--- config.mk ---
export PLATFORM = sky130hd
export DESIGN_NAME = ps2_send
export DESIGN_NICKNAME = d
export VERILOG_FILES = /design/src/rtl/ps2_send.sv
export SDC_FILE = /design/constraint.sdc
export NUM_CORES = 1
export LEC_CHECK = 0
export BUFFER_PORTS_ARGS = -buffer_cell sky130_fd_sc_hd__buf_4
export CAP_MARGIN = 20
export CELL_PAD_IN_SITES_DETAIL_PLACEMENT = 1
export CELL_PAD_IN_SITES_GLOBAL_PLACEMENT = 1
export CORE_MARGIN = 4
export CORE_UTILIZATION = 46
export CTS_CLUSTER_DIAMETER = 50
export DETAILED_ROUTE_END_ITERATION = 12
export PLACE_DENSITY = 0.84
export SYNTH_ARGS = -nofsm -noshare
export SYNTH_HDL_FRONTEND = slang
export SYNTH_SLANG_ARGS = --single-unit
export TNS_END_PERCENT = 10
--- constraint.sdc ---
create_clock -name clock -period 2.7 [get_ports clock]
set_clock_uncertainty 0.15 [all_clocks]
set_input_delay 0.27 -clock clock [delete_from_list [all_inputs] [get_ports clock]]
set_output_delay 0.27 -clock clock [all_outputs]
set_load 0.005 [all_outputs]
--- src/rtl/ps2_send.sv ---
// ps2_send: host-to-device PS/2 transmitter (inhibit, start, data, parity, stop, ack check).
// Ports: clock/reset, data+send in, busy/done/error out, PS/2 pad values in, active-low pad enables out.
module ps2_send #(
    parameter int INHIBIT_CYCLES = 5000,
    parameter int TIMEOUT_CYCLES = 1_000_000
) (
    input  logic       clock,
    input  logic       reset,
    input  logic [7:0] data,
    input  logic       send,
    output logic       busy,
    output logic       done,
    output logic       error,
    input  logic       ps2_clk_i,
    input  logic       ps2_dat_i,
    output logic       ps2_clk_oe,
    output logic       ps2_dat_oe
);

    localparam int CNT_MAX =
        (INHIBIT_CYCLES > TIMEOUT_CYCLES) ? INHIBIT_CYCLES : TIMEOUT_CYCLES;
    localparam int CW = $clog2(CNT_MAX + 1);

    localparam logic [CW-1:0] CNT_ONE  = CW'(1);
    localparam logic [CW-1:0] INH_LAST = CW'(INHIBIT_CYCLES - 1);
    localparam logic [CW-1:0] TO_LAST  = CW'(TIMEOUT_CYCLES - 1);

    typedef enum logic [2:0] {
        S_IDLE,
        S_INHIBIT,
        S_START,
        S_BITS,
        S_ACK,
        S_WAIT_IDLE
    } state_t;

    state_t        state_q, state_d;
    logic [9:0]    shift_q, shift_d;
    logic [CW-1:0] cnt_q, cnt_d;
    logic [3:0]    bits_q, bits_d;
    logic          done_q, done_d;
    logic          error_q, error_d;

    // Pad synchronizers; idle PS/2 lines float high, so reset to 1.
    logic clk_meta, clk_sync, clk_prev;
    logic dat_meta, dat_sync;
    logic fall;
    logic timed;

    always_ff @(posedge clock or posedge reset) begin
        if (reset) begin
            clk_meta <= 1'b1;
            clk_sync <= 1'b1;
            clk_prev <= 1'b1;
            dat_meta <= 1'b1;
            dat_sync <= 1'b1;
        end else begin
            clk_meta <= ps2_clk_i;
            clk_sync <= clk_meta;
            clk_prev <= clk_sync;
            dat_meta <= ps2_dat_i;
            dat_sync <= dat_meta;
        end
    end

    assign fall = clk_prev & ~clk_sync;

    always_ff @(posedge clock or posedge reset) begin
        if (reset) begin
            state_q <= S_IDLE;
            shift_q <= '1;
            cnt_q   <= '0;
            bits_q  <= '0;
            done_q  <= 1'b0;
            error_q <= 1'b0;
        end else begin
            state_q <= state_d;
            shift_q <= shift_d;
            cnt_q   <= cnt_d;
            bits_q  <= bits_d;
            done_q  <= done_d;
            error_q <= error_d;
        end
    end

    // Time spent with CLK released is bounded by the timeout counter.
    assign timed = (state_q == S_START) || (state_q == S_BITS) ||
                   (state_q == S_ACK)   || (state_q == S_WAIT_IDLE);

    always_comb begin
        state_d = state_q;
        shift_d = shift_q;
        cnt_d   = cnt_q;
        bits_d  = bits_q;
        done_d  = 1'b0;
        error_d = 1'b0;

        unique case (state_q)
            S_IDLE: begin
                if (send) begin
                    state_d = S_INHIBIT;
                    shift_d = {1'b1, ~^data, data};
                    cnt_d   = '0;
                    bits_d  = '0;
                end
            end
            S_INHIBIT: begin
                if (cnt_q == INH_LAST) begin
                    state_d = S_START;
                    cnt_d   = '0;
                end else begin
                    cnt_d = cnt_q + CNT_ONE;
                end
            end
            S_START: begin
                // First device edge: bit 0 is already in shift[0].
                if (fall) begin
                    state_d = S_BITS;
                    bits_d  = '0;
                end
            end
            S_BITS: begin
                // Nine more edges: data[7:1], parity, then stop.
                if (fall) begin
                    shift_d = {1'b1, shift_q[9:1]};
                    bits_d  = bits_q + 4'd1;
                    if (bits_q == 4'd8) begin
                        state_d = S_ACK;
                    end
                end
            end
            S_ACK: begin
                if (fall) begin
                    if (!dat_sync) begin
                        state_d = S_WAIT_IDLE;
                    end else begin
                        state_d = S_IDLE;
                        error_d = 1'b1;
                    end
                end
            end
            S_WAIT_IDLE: begin
                if (clk_sync && dat_sync) begin
                    state_d = S_IDLE;
                    done_d  = 1'b1;
                end
            end
            default: begin
                state_d = S_IDLE;
            end
        endcase

        // Timeout overrides any event in the same cycle.
        if (timed) begin
            cnt_d = cnt_q + CNT_ONE;
            if (cnt_q == TO_LAST) begin
                state_d = S_IDLE;
                done_d  = 1'b0;
                error_d = 1'b1;
            end
        end
    end

    // Pad enables decode straight from state so reset releases them at once.
    always_comb begin
        ps2_clk_oe = 1'b0;
        ps2_dat_oe = 1'b0;
        unique case (state_q)
            S_INHIBIT: ps2_clk_oe = 1'b1;
            S_START:   ps2_dat_oe = 1'b1;
            S_BITS:    ps2_dat_oe = ~shift_q[0];
            default: begin
                ps2_clk_oe = 1'b0;
                ps2_dat_oe = 1'b0;
            end
        endcase
    end

    assign busy  = (state_q != S_IDLE);
    assign done  = done_q;
    assign error = error_q;

endmodule

-- Word level (Yosys, flattened, before mapping)
Index checks and enable logic that the tools add are counted.
- bits in registers: 44
- input port bits: 13
- output and inout bits: 5
- logic and storage cells: 74
- add/subtract/negate cells: 2
- equal/unequal tests: 12
- muxes and demuxes: 33
- bitwise gates (word level): 3
- reduce and logical (&&, ||, !) cells: 13
- operators by type and width (operator ; count):
    two-way mux 20 bit ; 3
    one-hot mux 20 bit (2 select lines) ; 1
    two-way mux 3 bit ; 10
    adder 20 x 1 -> 20 bit, second input constant ; 1
    equality test 20 x 13 -> 1 bit, second input constant ; 1
    equality test 20 bit, second input constant ; 1
    two-way mux 10 bit ; 2
    one-hot mux 10 bit (2 select lines) ; 1
    one-hot mux 3 bit (6 select lines) ; 1
    two-way mux 4 bit ; 3
    one-hot mux 4 bit (3 select lines) ; 1
    two-way mux 1 bit ; 10
    nonzero test 3 bit ; 3
    XNOR reduction 8 bit ; 1
    equality test 3 x 2 -> 1 bit, second input constant ; 2
    equality test 3 bit, second input constant ; 2
    != test 2 bit, second input constant ; 3
    adder 4 x 1 -> 4 bit, second input constant ; 1
    equality test 4 bit, second input constant ; 1
    AND reduction 4 bit ; 1
    equality test 3 x 1 -> 1 bit, second input constant ; 1
    logical NOT 3 bit ; 1
    logical OR 1 bit ; 3
    != test 3 bit, second input constant ; 1
    other kinds (7) ; 8

-- Longest topological paths before layout
Gate-level depths: netlist of run 1.
- depth after elaboration: 6
- depth in mapped cells: 7
- mapped depth without buffers: 6

-- Worst setup path before layout of run 1
OpenSTA, ideal clock, no wires.
- path kind: reg2reg
- from: register cnt_q[10]
- to: register cnt_q[8]
- library setup time: 0.121 ns
- arrival: 1.799 ns
- required time: 2.429 ns
- path slack: 0.630 ns
- stages on the path, launching flop included: 7
- path buffers: 1
- period minus slack after synthesis: 2.070 ns
- cells stage by stage: dfrtp_1 > or4_4 > nor4_4 > a21o_1 > buf_4 > o21ai_0 > a22o_1
- word-level cells in the longest chain between the ends: 4
- RTL lines (item ; line ; text):
    start: declaration ; 39 ; logic [CW-1:0] cnt_q, cnt_d;
    start signal: assignment ; 79 ; cnt_q <= cnt_d;
    equality test 20 x 13 -> 1 bit ; 108 ; if (cnt_q == INH_LAST) begin
    two-way mux 20 bit ; 108 ;
    one-hot mux 20 bit (2 select lines) ; 98 ; unique case (state_q)
    two-way mux 20 bit ; 154 ; if (timed) begin
No other way between the ends.
A chain may end at the register's enable or synchronous reset.

-- Worst setup path after layout of run 1
- from: register state_q[2]
- to: register cnt_q[16]
- word-level cells in the longest chain between the ends: 6
- elaborated cells on any way between the ends: 14
- those cells by class: 6 x eq/ne; 2 x mux; 6 x reduce/logical
- RTL lines (item ; line ; text):
    start: declaration ; 37 ; state_t state_q, state_d;
    start signal: assignment ; 77 ; state_q <= state_d;
    equality test 3 x 2 -> 1 bit ; 87 ; assign timed = (state_q == S_START) || (state_q == S_BITS) ||
    logical OR 1 bit (2 in series) ; 87 ;
    logical OR 1 bit ; 88 ; (state_q == S_ACK) || (state_q == S_WAIT_IDLE);
    != test 3 bit (no source line) or nonzero test 3 bit (tied branches) ; n/a ;
    AND reduction 2 bit (no source line) ; n/a ;
Several ways; a longest one is shown, not always the timed one.

==> results of run 1 <==
## sequential cells by signal (all words and copies together) (netlist names)
| name | flops |
|---|---|
| cnt_q | 20 |
| state_q | 3 |
| clk_sync | 1 |
| dat_meta | 1 |
| bits_q | 4 |
| shift_q | 9 |
| error | 1 |
| done | 1 |
| clk_meta | 1 |
| clk_prev | 1 |
| dat_sync | 1 |
## cells in the mapped netlist (2+ instances only)
library cell  instances
inv_1                 9
xor2_1               10
nor4_4                2
a21o_1                6
mux2i_1               8
nor2b_1               3
xnor2_1               6
nor3_1               10
a21oi_1               9
ha_1                  3
nor2_1               27
or2_2                 4
nand3_1              12
clkbuf_1              2
nor4_1                3
a22oi_1               3
o21ai_0              24
or4_4                 2
nand2_1              31
nor3b_1               3
o2bb2ai_1             2
clkbuf_8              2
buf_4                 2
nand4_1               8
a22o_1                3
dfstp_2              14
and3_1                2
dfrtp_1              29
## path summary, 6_finish.rpt
| path | to |
|---|---|
| setup / recovery | cnt_q[16]$_DFFE_PP0P_ |
| min in group asynchronous | cnt_q[3]$_DFFE_PP0P_ |
| hold / removal | shift_q[7]$_DFFE_PP1P_ |
| hold reg to reg | dat_sync$_DFF_PP1_ |
| setup reg to reg | cnt_q[16]$_DFFE_PP0P_ |
| max in group asynchronous | shift_q[2]$_DFFE_PP1P_ |
## cells by family after synthesis
| logic type | count (synthesis) | share of synthesized area [%] |
|---|---|---|
| buffers and inverters | 18 | 4.32 |
| adder cells (fa/ha/maj) | 3 | 1.56 |
| XOR/XNOR | 16 | 5.83 |
| multiplexers | 8 | 3.33 |
| AND/OR/NAND/NOR | 116 | 25.5 |
| AO/OA/AOI/OAI | 53 | 13.9 |
| flip-flops | 43 | 45.5 |
## metal layers
| metal | vias to the layer above | track usage (%) | routed length [um] | part of all wire, % |
|---|---|---|---|---|
| li1 | 944 | - | - | - |
| met1 | 988 | 25.7 | 2690 | 45 |
| met2 | 36 | 33.2 | 3010 | 50 |
| met3 | 11 | 4.15 | 224 | 3.7 |
| met4 | 0 | 5.91 | 91 | 1.5 |
| met5 | - | 0 | 0 | 0 |
## placed cells by master (no fill, tap or decap), types with 4 or more instances in the layout
cell	instances
nand2_1	31
dfrtp_1	29
nor2_1	27
o21ai_0	24
buf_4	21
dfstp_2	14
nand3_1	12
nor3_1	10
xor2_1	10
a21oi_1	9
inv_1	9
mux2i_1	8
nand4_1	8
a21o_1	6
xnor2_1	6
clkbuf_8	6
or2_2	4
## power groups by stage
| stage | clock (W) | sequential (W) | combinational, W |
|---|---|---|---|
| final | 0.000417 | 0.000704 | 0.0000833 |
| after detailed placement | 0 | 0.000715 | 0.0000806 |
| after floorplan | 0 | 0.000693 | 0.0000611 |
| after CTS | 0.000430 | 0.000704 | 0.0000845 |
| after global placement | 0 | 0.000711 | 0.0000769 |
| after global routing | 0.000454 | 0.000708 | 0.0000935 |
## cell type report
class                   instances  area, um2
clock buffers                   7       86.3
clock inverters                 1       3.75
fillers                       617       2380
inverters                       9       33.8
multi-input cells             196       1200
flip-flops and latches         43       1090
well taps                      70       87.6
repair buffers                 24        188
## through the flow
step	utilization, %	hold slack, ns
after floorplan	-	0.124
after global placement	50.6	0.196
after detailed placement	50.6	0.198
after CTS	53.0	0.155
after global routing	53.2	0.159
final	53.2	0.157
## worst register-to-register path: stages, from the launching register on
cell      delay (ns)
dfrtp_1         0.67
xor2_1          0.16
nor4bb_1        0.49
a21oi_2         0.25
nor2_1          0.40
nor2_1          0.10
==> key figures, run 1 <==
Power
  • Net Sw Power: 0.000292 W
  • Leak: 1.20 nW
  • Pwr dens: 446 nW/um2
  • Int Pwr: 0.000912 W
  • Clock power frac: 34.6%
  • Sequential share of power: 58.5%
  • Total power: 0.00120 W
  • Worst vdd rail ir drop: 0.291 mV
  • Sw Ratio: 24.3%
  • Gate power share: 6.9%

CTS
  • H-tree depth: 2
  • Number of setup buffers added after CTS: 0
  • Hold_buf cts: 3
  • CTS root buf: clkbuf_8
  • Clock transition at path regs: 0.08 ns
  • CTS tree: built
  • Cells resized by post-CTS repair: 0
  • CTS sink cnt: 43
  • Clock Path Buffers: 2
  • CTS Buf Count: 5
  • Worst skew pair latency: 0.29 ns

Layout
  • P&R area growth vs syn: 12.3%
  • # diodes: 0
  • Layout net count: 295
  • Final instance area: 2700 um2
  • Non-filler instance count after layout: 350
  • Layout cells sized above 1: 18.9%

Setup path
  • Setup slack, reg-to-reg: 0.36 ns
  • Critical path's largest stage delay: 0.67 ns
  • Reg-to-reg startpoint: state_q[2]$_DFF_PP0_
  • Most frequent CP cell: nor2_1
  • Worst setup SP type: flop
  • Delay-heaviest family, CP: simple AND/OR/NAND/NOR gates
  • Critical Path Start: state_q[2]$_DFF_PP0_
  • CP Data Required Time: 2.71 ns
  • Max FO, Critical Path: 15
  • Crit. End Element: flop
  • FF-to-FF path depth: 5
  • CP Depth: 5
  • Crit path buf inv count: 0
  • Slowest CP cell: dfrtp_1
  • Crit path DAT: 2.35 ns
  • Crit path cell chain: xor2_1 > nor4bb_1 > a21oi_2 > nor2_1 > nor2_1
  • Crit Path Category: reg -> reg

Synth
  • Largest area contributor in the synthesized netlist: dfrtp_1
  • Syn Nets: 273
  • Async set-reset flop share out of synthesis: 100%
  • Mapped Cells: 257
  • Synth warnings: 0
  • Syn_area_per_cell: 9.35 um2
  • Synth Flop Type: dfrtp_1
  • Ranking of synthesized cells by area: dfrtp_1, dfstp_2, o21ai_0, nand2_1, nor2_1
  • Synth unique cells: 46
  • Area share of the largest cell type after synthesis: 30.2%
  • Cell Area, Synth: 2400 um2
  • #FFs+latches synth: 43
  • Post-synth EDFFs: 0
  • Sequential cell area fraction in the yosys report: 45.5%

Detailed routing
  • Routed Antenna Nets: 0
  • Initial DRT Pass Iterations: 5
  • Detailed-route via count: 1979
  • DRT Wirelength: 6.02 mm
  • DR DRC count: 0
  • Via density: 5.65
  • Routed len/inst: 17.2 um
  • DR iter-0 viols: 95

Placed design
  • Placer congestion estimate: 0.870
  • Dpl cells: 338
  • Place WS: 0.361 ns
  • DPL Wire Length: 4.21 mm
  • I/O Buffers: 17
  • Placed Area: 2570 um2

STA
  • Slew Viols, Final: 0
  • Final Hold Fails: 0
  • Final worst-path cycle share: 86.8%
  • Worst-Margin Slew: 0.780 ns
  • FMAX: 427 MHz
  • Final WS setup: 0.357 ns
  • Max transition margin: 47.9%
  • Unrepaired setup endpoints after global routing: no
  • Setup violators final: 0
  • Post-route setup TNS: 0 ns
  • Min cycle time layout: 2.34 ns

Global routing
  • Antenna violations before repair: 0
  • Total GRT Usage: 19.8%
  • Total grt overflow: 0
  • Vias in the first global route: 2101
  • First-pass GRT wire length: 10.0 mm
  • Largest net degree at the start of global routing: 44

Floorplan
  • I/O pins: 18
  • Height of the die: 80.3 um
  • Core area: 5070 um2
  • Starting density of the core: 47.3%
  • Chip width: 80.3 um
  • Die area: 6440 um2
  • # rows: 26

Outcome
  • Run status: finished, final reports clean

Hold path
  • Hold_sp: data[7]
  • Hold WC Path Type: in -> reg
  • Hold depth: 3

Job
  • Max_cap viols: 0
Power figures use the tool's default switching activity.
==> inputs of run 2 (changes only) <==
Settings changed: ABC_AREA from default to 1, CORE_UTILIZATION 46 to 45, PLACE_DENSITY 0.84 to 0.85.
==> key figures, run 2 <==
Outcome
  • Run status: finished, final reports clean (unchanged)

Synth
  • Area share of the largest cell type after synthesis: 25.3% (was 30.2%)
  • Cell Area, Synth: 2870 um2 (was 2400 um2)
  • Post-synth EDFFs: 0 (unchanged)
  • Synth Flop Type: dfrtp_1 (unchanged)
  • Async set-reset flop share out of synthesis: 100% (unchanged)
  • Mapped Cells: 399 (was 257)
  • Top cells by count, synth: nand2_1, inv_1, nor2_1 (was nand2_1, dfrtp_1, nor2_1)
  • Ranking of synthesized cells by area: dfrtp_1, nand2_1, dfstp_2, inv_1, nor2_1 (was dfrtp_1, dfstp_2, o21ai_0, nand2_1, nor2_1)
  • Synth unique cells: 32 (was 46)
  • Count leader, synth: nand2_1 (unchanged)
  • Syn_area_per_cell: 7.19 um2 (was 9.35 um2)
  • Largest area contributor in the synthesized netlist: dfrtp_1 (unchanged)
  • Sequential cell area fraction in the yosys report: 38.1% (was 45.5%)
  • #FFs+latches synth: 43 (unchanged)
  • Synth warnings: 0 (unchanged)
  • Syn Nets: 415 (was 273)

CTS
  • CTS Buf Count: 5 (unchanged)
  • H-tree depth: 2 (unchanged)
  • CTS sink cnt: 43 (unchanged)
  • Clock transition at path regs: 0.09 ns (was 0.08 ns)
  • CTS tree: built (unchanged)
  • CTS root buf: clkbuf_8 (unchanged)
  • Clock Path Buffers: 2 (unchanged)
  • Worst skew pair latency: 0.30 ns (was 0.29 ns)
  • Cells resized by post-CTS repair: 0 (unchanged)

Setup path
  • CP Data Required Time: 2.28 ns (was 2.71 ns)
  • Crit path cell chain: nand2_1 > nor2_1 > buf_4 > buf_4 (was xor2_1 > nor4bb_1 > a21oi_2 > nor2_1 > nor2_1)
  • Crit Path Category: reg -> out (was reg -> reg)
  • Most frequent CP cell: buf_4 (was nor2_1)
  • Crit. End Element: output pin (was flop)
  • Max FO, Critical Path: 21 (was 15)
  • Crit path DAT: 1.60 ns (was 2.35 ns)
  • Worst setup SP type: flop (unchanged)
  • Critical path's largest stage delay: 0.55 ns (was 0.67 ns)
  • Slowest CP cell: dfrtp_1 (unchanged)

Floorplan
  • Starting density of the core: 47.3% (about the same)
  • I/O pins: 18 (unchanged)
  • Core area: 6060 um2 (was 5070 um2)
  • Chip width: 87.8 um (was 80.3 um)
  • Height of the die: 87.8 um (was 80.3 um)
  • Die area: 7720 um2 (was 6440 um2)
  • # rows: 28 (was 26)

Detailed routing
  • DR DRC count: 0 (unchanged)
  • Routed len/inst: 16.4 um (was 17.2 um)
  • Initial DRT Pass Iterations: 4 (was 5)
  • Routed Antenna Nets: 0 (unchanged)
  • DR iter-0 viols: 153 (was 95)
  • Via density: 5.48 (was 5.65)
  • Detailed-route via count: 2694 (was 1979)
  • DRT Wirelength: 8.07 mm (was 6.02 mm)

STA
  • Post-route setup TNS: 0 ns (unchanged)
  • Final worst-path cycle share: 74.9% (was 86.8%)
  • Worst Hold Margin: 0.0748 ns (was 0.157 ns)
  • Setup violators final: 0 (unchanged)
  • Final Hold Fails: 0 (unchanged)
  • Unrepaired setup endpoints after global routing: no (unchanged)
  • Min cycle time layout: 2.02 ns (was 2.34 ns)
  • Max transition margin: 58.5% (was 47.9%)
  • FMAX: 494 MHz (was 427 MHz)
  • Slew Viols, Final: 0 (unchanged)
  • Worst-Margin Slew: 0.619 ns (was 0.780 ns)

Layout
  • Commonest non-fill, non-tap cell in the layout: nand2_1 (unchanged)
  • P&R area growth vs syn: 9.99% (was 12.3%)
  • Largest register FFs: 20 (unchanged)
  • Largest reg by FF count: cnt_q (unchanged)
  • # diodes: 0 (unchanged)
  • Most frequent cells in the layout: nand2_1, inv_1, nor2_1, nand3_1, dfrtp_1 (was nand2_1, dfrtp_1, nor2_1, o21ai_0, buf_4)
  • Layout net count: 432 (was 295)
  • FILL cells: 800 (was 617)
  • Register Area: 1090 um2 (unchanged)
  • Area of the multi-input gates: 1480 um2 (was 1200 um2)
  • Layout cells sized above 1: 15.8% (was 18.9%)
  • Final core occ: 52.1% (was 53.2%)
  • Top flop regs: cnt_q x20, shift_q x9, bits_q x4 (unchanged)

Global routing
  • Total GRT Usage: 22.8% (was 19.8%)
  • Total grt overflow: 0 (unchanged)
  • Largest net degree at the start of global routing: 30 (was 44)
  • Antenna violations before repair: 0 (unchanged)
  • Vias in the first global route: 2904 (was 2101)
  • First-pass GRT wire length: 13.8 mm (was 10.0 mm)

Placed design
  • I/O Buffers: 17 (unchanged)
  • Placer congestion estimate: 0.905 (was 0.870)
  • DPL Wire Length: 5.98 mm (was 4.21 mm)

Power
  • Worst vdd rail ir drop: 0.291 mV (about the same)
  • Pwr dens: 381 nW/um2 (was 446 nW/um2)
  • Leak: 1.43 nW (was 1.20 nW)

Hold path
  • Hold WC Path Type: in -> reg (unchanged)

Job
  • Max_cap viols: 0 (unchanged)
[run 2: power by group]
group | internal, W | switching (W)
clock | 0.000239 | 0.000246
combinational | 0.0000259 | 0.0000368
sequential | 0.000651 | 0.00000215
[run 2: logic make-up after synthesis]
group,synth area share (%)
xor+xnor,3.97
simple gates,35.5
fa+ha+maj,1.31
flops,38.1
compound gates,10.8
buf+inv,10.3
[run 2: final cells by class]
type                            instances  share of cell area (%)
Timing Repair Buffer                   23                    5.71
Tap cell                               75                    2.97
Clock buffer                            6                    2.97
Inverter                               53                    6.38
Sequential cell                        43                    34.7
Multi-Input combinational cell        290                    46.9
Clock inverter                          2                   0.436
[run 2: metrics by stage]
stage | std cells | worst slack (ns) | instance area (um2) | total power (W)
2_1_floorplan | 399 | 1.14 | 2870 | 0.000695
3_3_place_gp | 481 | 0.910 | 3020 | 0.000722
3_5_place_dp | 481 | 0.817 | 3020 | 0.000725
4_1_cts | 492 | 0.672 | 3160 | 0.00121
5_1_grt | 492 | 0.580 | 3160 | 0.00125
6_report | 492 | 0.677 | 3160 | 0.00120
[run 2: what timing repair did]
item / CTS / global route
hold buffers: 3 / 0
hold endpoints to repair: 13 / 0
buffers inserted: 0 / 0
[run 2: routing by layer]
metal / vias up / part of all wire [%] / global-route usage [%] / wire length (um)
met3: 10 / 3.5 / 3.10 / 285
met4: 0 / 1.1 / 5.44 / 87
met2: 47 / 49 / 39.7 / 3930
met1: 1316 / 47 / 29.9 / 3770
li1: 1321 / - / - / -
met5: - / 0 / 0 / 0
[run 2: path summary, 6_finish.rpt]
kind | start | endpoint | slack, ns | cells after the start
max | state_q[0]$_DFF_PP0_ | ps2_clk_oe | 0.68 | 4
min | data[0] | shift_q[0]$_DFFE_PP1P_ | 0.07 | 3
max reg2reg | state_q[2]$_DFF_PP0_ | cnt_q[17]$_DFFE_PP0P_ | 0.78 | 7
min reg2reg | clk_meta$_DFF_PP1_ | clk_sync$_DFF_PP1_ | 0.21 | 0
max in group asynchronous | reset | dat_sync$_DFF_PP1_ | 1.25 | 4
min in group asynchronous | reset | cnt_q[3]$_DFFE_PP0P_ | 0.38 | 3
[run 2: critical path, delay by kind of cell, from the launching register on]
| kind | cells | cell delay, ns |
|---|---|---|
| and+or+nand+nor | 2 | 0.28 |
| DFF | 1 | 0.55 |
| buffers and inverters | 2 | 0.45 |
==> inputs of run 3 (changes only) <==
Settings changed: ABC_AREA 1 to 0, CORE_UTILIZATION 45 to 46, PLACE_DENSITY 0.85 to 0.84.
Clock period 2.7 ns to 1.9 ns, I/O delays scaled along.
==> key figures, run 3 (synthesis results as in run 1) <==
CTS
  • CTS tree: built (unchanged)
  • Clock Path Buffers: 2 (unchanged)
  • CTS sink cnt: 43 (unchanged)
  • CTS Buf Count: 5 (unchanged)
  • H-tree depth: 2 (unchanged)
  • Clock transition at path regs: 0.09 ns (about the same)
  • Worst skew pair latency: 0.31 ns (was 0.30 ns)
  • CTS root buf: clkbuf_8 (unchanged)

Global routing
  • Met2 GRT Util: 50.8% (was 39.7%)
  • GR peak layer: met2 (unchanged)
  • Vias in the first global route: 2596 (was 2904)
  • Met1 Use GR: 32.3% (was 29.9%)
  • First-pass GRT wire length: 13.8 mm (about the same)
  • Largest net degree at the start of global routing: 44 (was 30)
  • Antenna violations before repair: 1 (was 0)
  • Met3 usage in global routing: 6.61% (was 3.10%)
  • Total grt overflow: 0 (unchanged)
  • Total GRT Usage: 29.1% (was 22.8%)

STA
  • Min cycle time layout: 2.33 ns
  • Setup violators final: 27 (was 0)
  • Final Hold Fails: 0 (unchanged)
  • Final WS setup: -0.431 ns (was 0.677 ns)
  • Worst-Margin Slew: 0.573 ns (was 0.619 ns)
  • Slew Viols, Final: 0 (unchanged)
  • Unrepaired setup endpoints after global routing: yes (was no)
  • Post-route setup TNS: -4.84 ns (was 0 ns)
  • Max transition margin: 61.8% (was 58.5%)
  • Final worst-path cycle share: 123%
  • FMAX: 429 MHz

Setup path
  • Worst reg2reg endpoint: state_q[1]$_DFF_PP0_ (was cnt_q[17]$_DFFE_PP0P_)
  • Crit path cell chain: ha_2 > nand4_1 > buf_4 > or4_4 > nor4_2 > o21ba_1 (was nand2_1 > nor2_1 > buf_4 > buf_4)
  • Setup slack, reg-to-reg: -0.43 ns (was 0.78 ns)
  • Crit path DAT: 2.43 ns (was 1.60 ns)
  • Delay-heaviest family, CP: simple AND/OR/NAND/NOR gates (was flip-flops)
  • FF-to-FF path depth: 6 (was 7)
  • Worst setup SP type: flop (unchanged)
  • Max FO, Critical Path: 4 (was 21)
  • Crit. End Element: flop (was output pin)
  • Crit Path Category: reg -> reg (was reg -> out)
  • Critical path's largest stage delay: 0.51 ns (was 0.55 ns)
  • CP Data Required Time: 2.00 ns (was 2.28 ns)
  • Reg-to-reg startpoint: cnt_q[1]$_DFFE_PP0P_ (was state_q[2]$_DFF_PP0_)
  • Crit path buf inv count: 1 (was 2)
  • Slowest CP cell: or4_4 (was dfrtp_1)

Layout
  • Final core occ: 63.3% (was 52.1%)
  • Largest reg by FF count: cnt_q (unchanged)
  • Top flop regs: cnt_q x20, shift_q x9, bits_q x4 (unchanged)
  • Layout cells sized above 1: 36.4% (was 15.8%)
  • FILL cells: 600 (was 800)
  • P&R area growth vs syn: 33.8% (was 9.99%)
  • Most frequent cells in the layout: buf_4, nand2_1, dfrtp_1, nor2_1, o21ai_0 (was nand2_1, inv_1, nor2_1, nand3_1, dfrtp_1)
  • Area of the multi-input gates: 1300 um2 (was 1480 um2)
  • Register Area: 1090 um2 (about the same)
  • Commonest non-fill, non-tap cell in the layout: buf_4 (was nand2_1)
  • Largest register FFs: 20 (unchanged)
  • Layout net count: 347 (was 432)
  • # diodes: 0 (unchanged)

Detailed routing
  • DRT Wirelength: 9.62 mm (was 8.07 mm)
  • Detailed-route via count: 2506 (was 2694)
  • Routed len/inst: 23.9 um (was 16.4 um)
  • Routed Antenna Nets: 0 (unchanged)
  • Initial DRT Pass Iterations: 5 (was 4)
  • DR iter-0 viols: 296 (was 153)
  • Via density: 6.23 (was 5.48)
  • DR DRC count: 0 (unchanged)

Floorplan
  • # rows: 26 (was 28)
  • I/O pins: 18 (unchanged)
  • Chip width: 80.3 um (was 87.8 um)
  • Starting density of the core: 47.3% (about the same)
  • Die area: 6440 um2 (was 7720 um2)
  • Core area: 5070 um2 (was 6060 um2)
  • Height of the die: 80.3 um (was 87.8 um)

Outcome
  • Run status: finished with violations (was finished, final reports clean)
  • Failing checks: setup timing

Power
  • Pwr dens: 561 nW/um2 (was 381 nW/um2)
  • Worst vdd rail ir drop: 0.462 mV (was 0.291 mV)
  • Total power: 0.00180 W (was 0.00120 W)
  • Leak: 1.49 nW (was 1.43 nW)

Hold path
  • Hold worst-path end: shift_q[5]$_DFFE_PP1P_ (was shift_q[0]$_DFFE_PP1P_)
  • Hold_sp: data[5] (was data[0])
  • Hold WC Path Type: in -> reg (unchanged)
  • Hold depth: 3 (unchanged)

Placed design
  • Placer congestion estimate: 0.854 (was 0.905)
  • Place WS: -0.309 ns (was 0.817 ns)
  • I/O Buffers: 17 (unchanged)
  • DPL Wire Length: 5.49 mm (was 5.98 mm)

Job
  • Max_cap viols: 0 (unchanged)
[run 3: cell types whose count changed in the layout (fill, tap and decap cells not counted), sizes merged, moves of 6 or more]
cell	delta
buf	+53
nor4	+6
nand3	-25
o211ai	-17
nor2	-29
a21o	+6
nand2	-80
inv	-43
mux2i	+8
[run 3: worst register-to-register path: cells and delay by family, from the launching register on]
kind / cells / cell delay, ns
and+or+nand+nor: 3 / 1.10
DFF: 1 / 0.38
adders and majority gates: 1 / 0.24
buffers and inverters: 1 / 0.22
AOI/OAI and AO/OA: 1 / 0.18
[run 3: area by class of cell]
type | instances | area share, %
clock buffer | 7 | 2.69
clock inverter | 1 | 0.156
inverter | 9 | 1.05
multi-input combinational | 196 | 40.5
sequential | 43 | 34.1
tap | 70 | 2.72
timing repair buffer | 76 | 18.8
[run 3: repair_timing]
item | in CTS | in global routing
pin swaps | 2 | 4
buffers inserted | 0 | 5
endpoints found under the hold margin | 31 | 0
resized for setup | 12 | 16
gates cloned | 0 | 0
hold buffers | 3 | 0
endpoints found under the setup margin | 35 | 37
[run 3: per-stage QoR]
| stage | hold WS [ns] | instance area [um2] | cells |
|---|---|---|---|
| 2_1_floorplan | 0.0445 | 2410 | 257 |
| 3_3_place_gp | 0.148 | 2940 | 386 |
| 3_5_place_dp | 0.151 | 2940 | 386 |
| 4_1_cts | 0.0741 | 3110 | 397 |
| 5_1_grt | 0.101 | 3210 | 402 |
| 6_report | 0.0714 | 3210 | 402 |
[run 3: layer usage]
layer / wire [um] / vias to the layer above
li1: - / 1055
met1: 3740 / 1269
met2: 4750 / 130
met3: 546 / 50
met4: 562 / 2
met5: 17 / -
[run 3: worst max-delay path by stage]
stage                                from                      to  slack, ns  cells after the start
global route         cnt_q[1]$_DFFE_PP0P_    state_q[1]$_DFF_PP0_      -0.48                      6
finish               cnt_q[1]$_DFFE_PP0P_    state_q[1]$_DFF_PP0_      -0.43                      6
floorplan           cnt_q[15]$_DFFE_PP0P_    cnt_q[5]$_DFFE_PP0P_      -0.11                      5
CTS                 cnt_q[15]$_DFFE_PP0P_    cnt_q[0]$_DFFE_PP0P_      -0.29                      6
detailed placement   state_q[2]$_DFF_PP0_  shift_q[3]$_DFFE_PP1P_      -0.31                      5
global placement    cnt_q[15]$_DFFE_PP0P_    state_q[0]$_DFF_PP0_      -0.18                      4
[run 3: report_power, final]
| part | internal [W] | switching (W) | total [W] |
|---|---|---|---|
| Sequential | 0.000946 | 0.0000294 | 0.000976 |
| Combinational | 0.0000983 | 0.000107 | 0.000206 |
| Clock | 0.000294 | 0.000327 | 0.000621 |
| Total | 0.00134 | 0.000464 | 0.00180 |
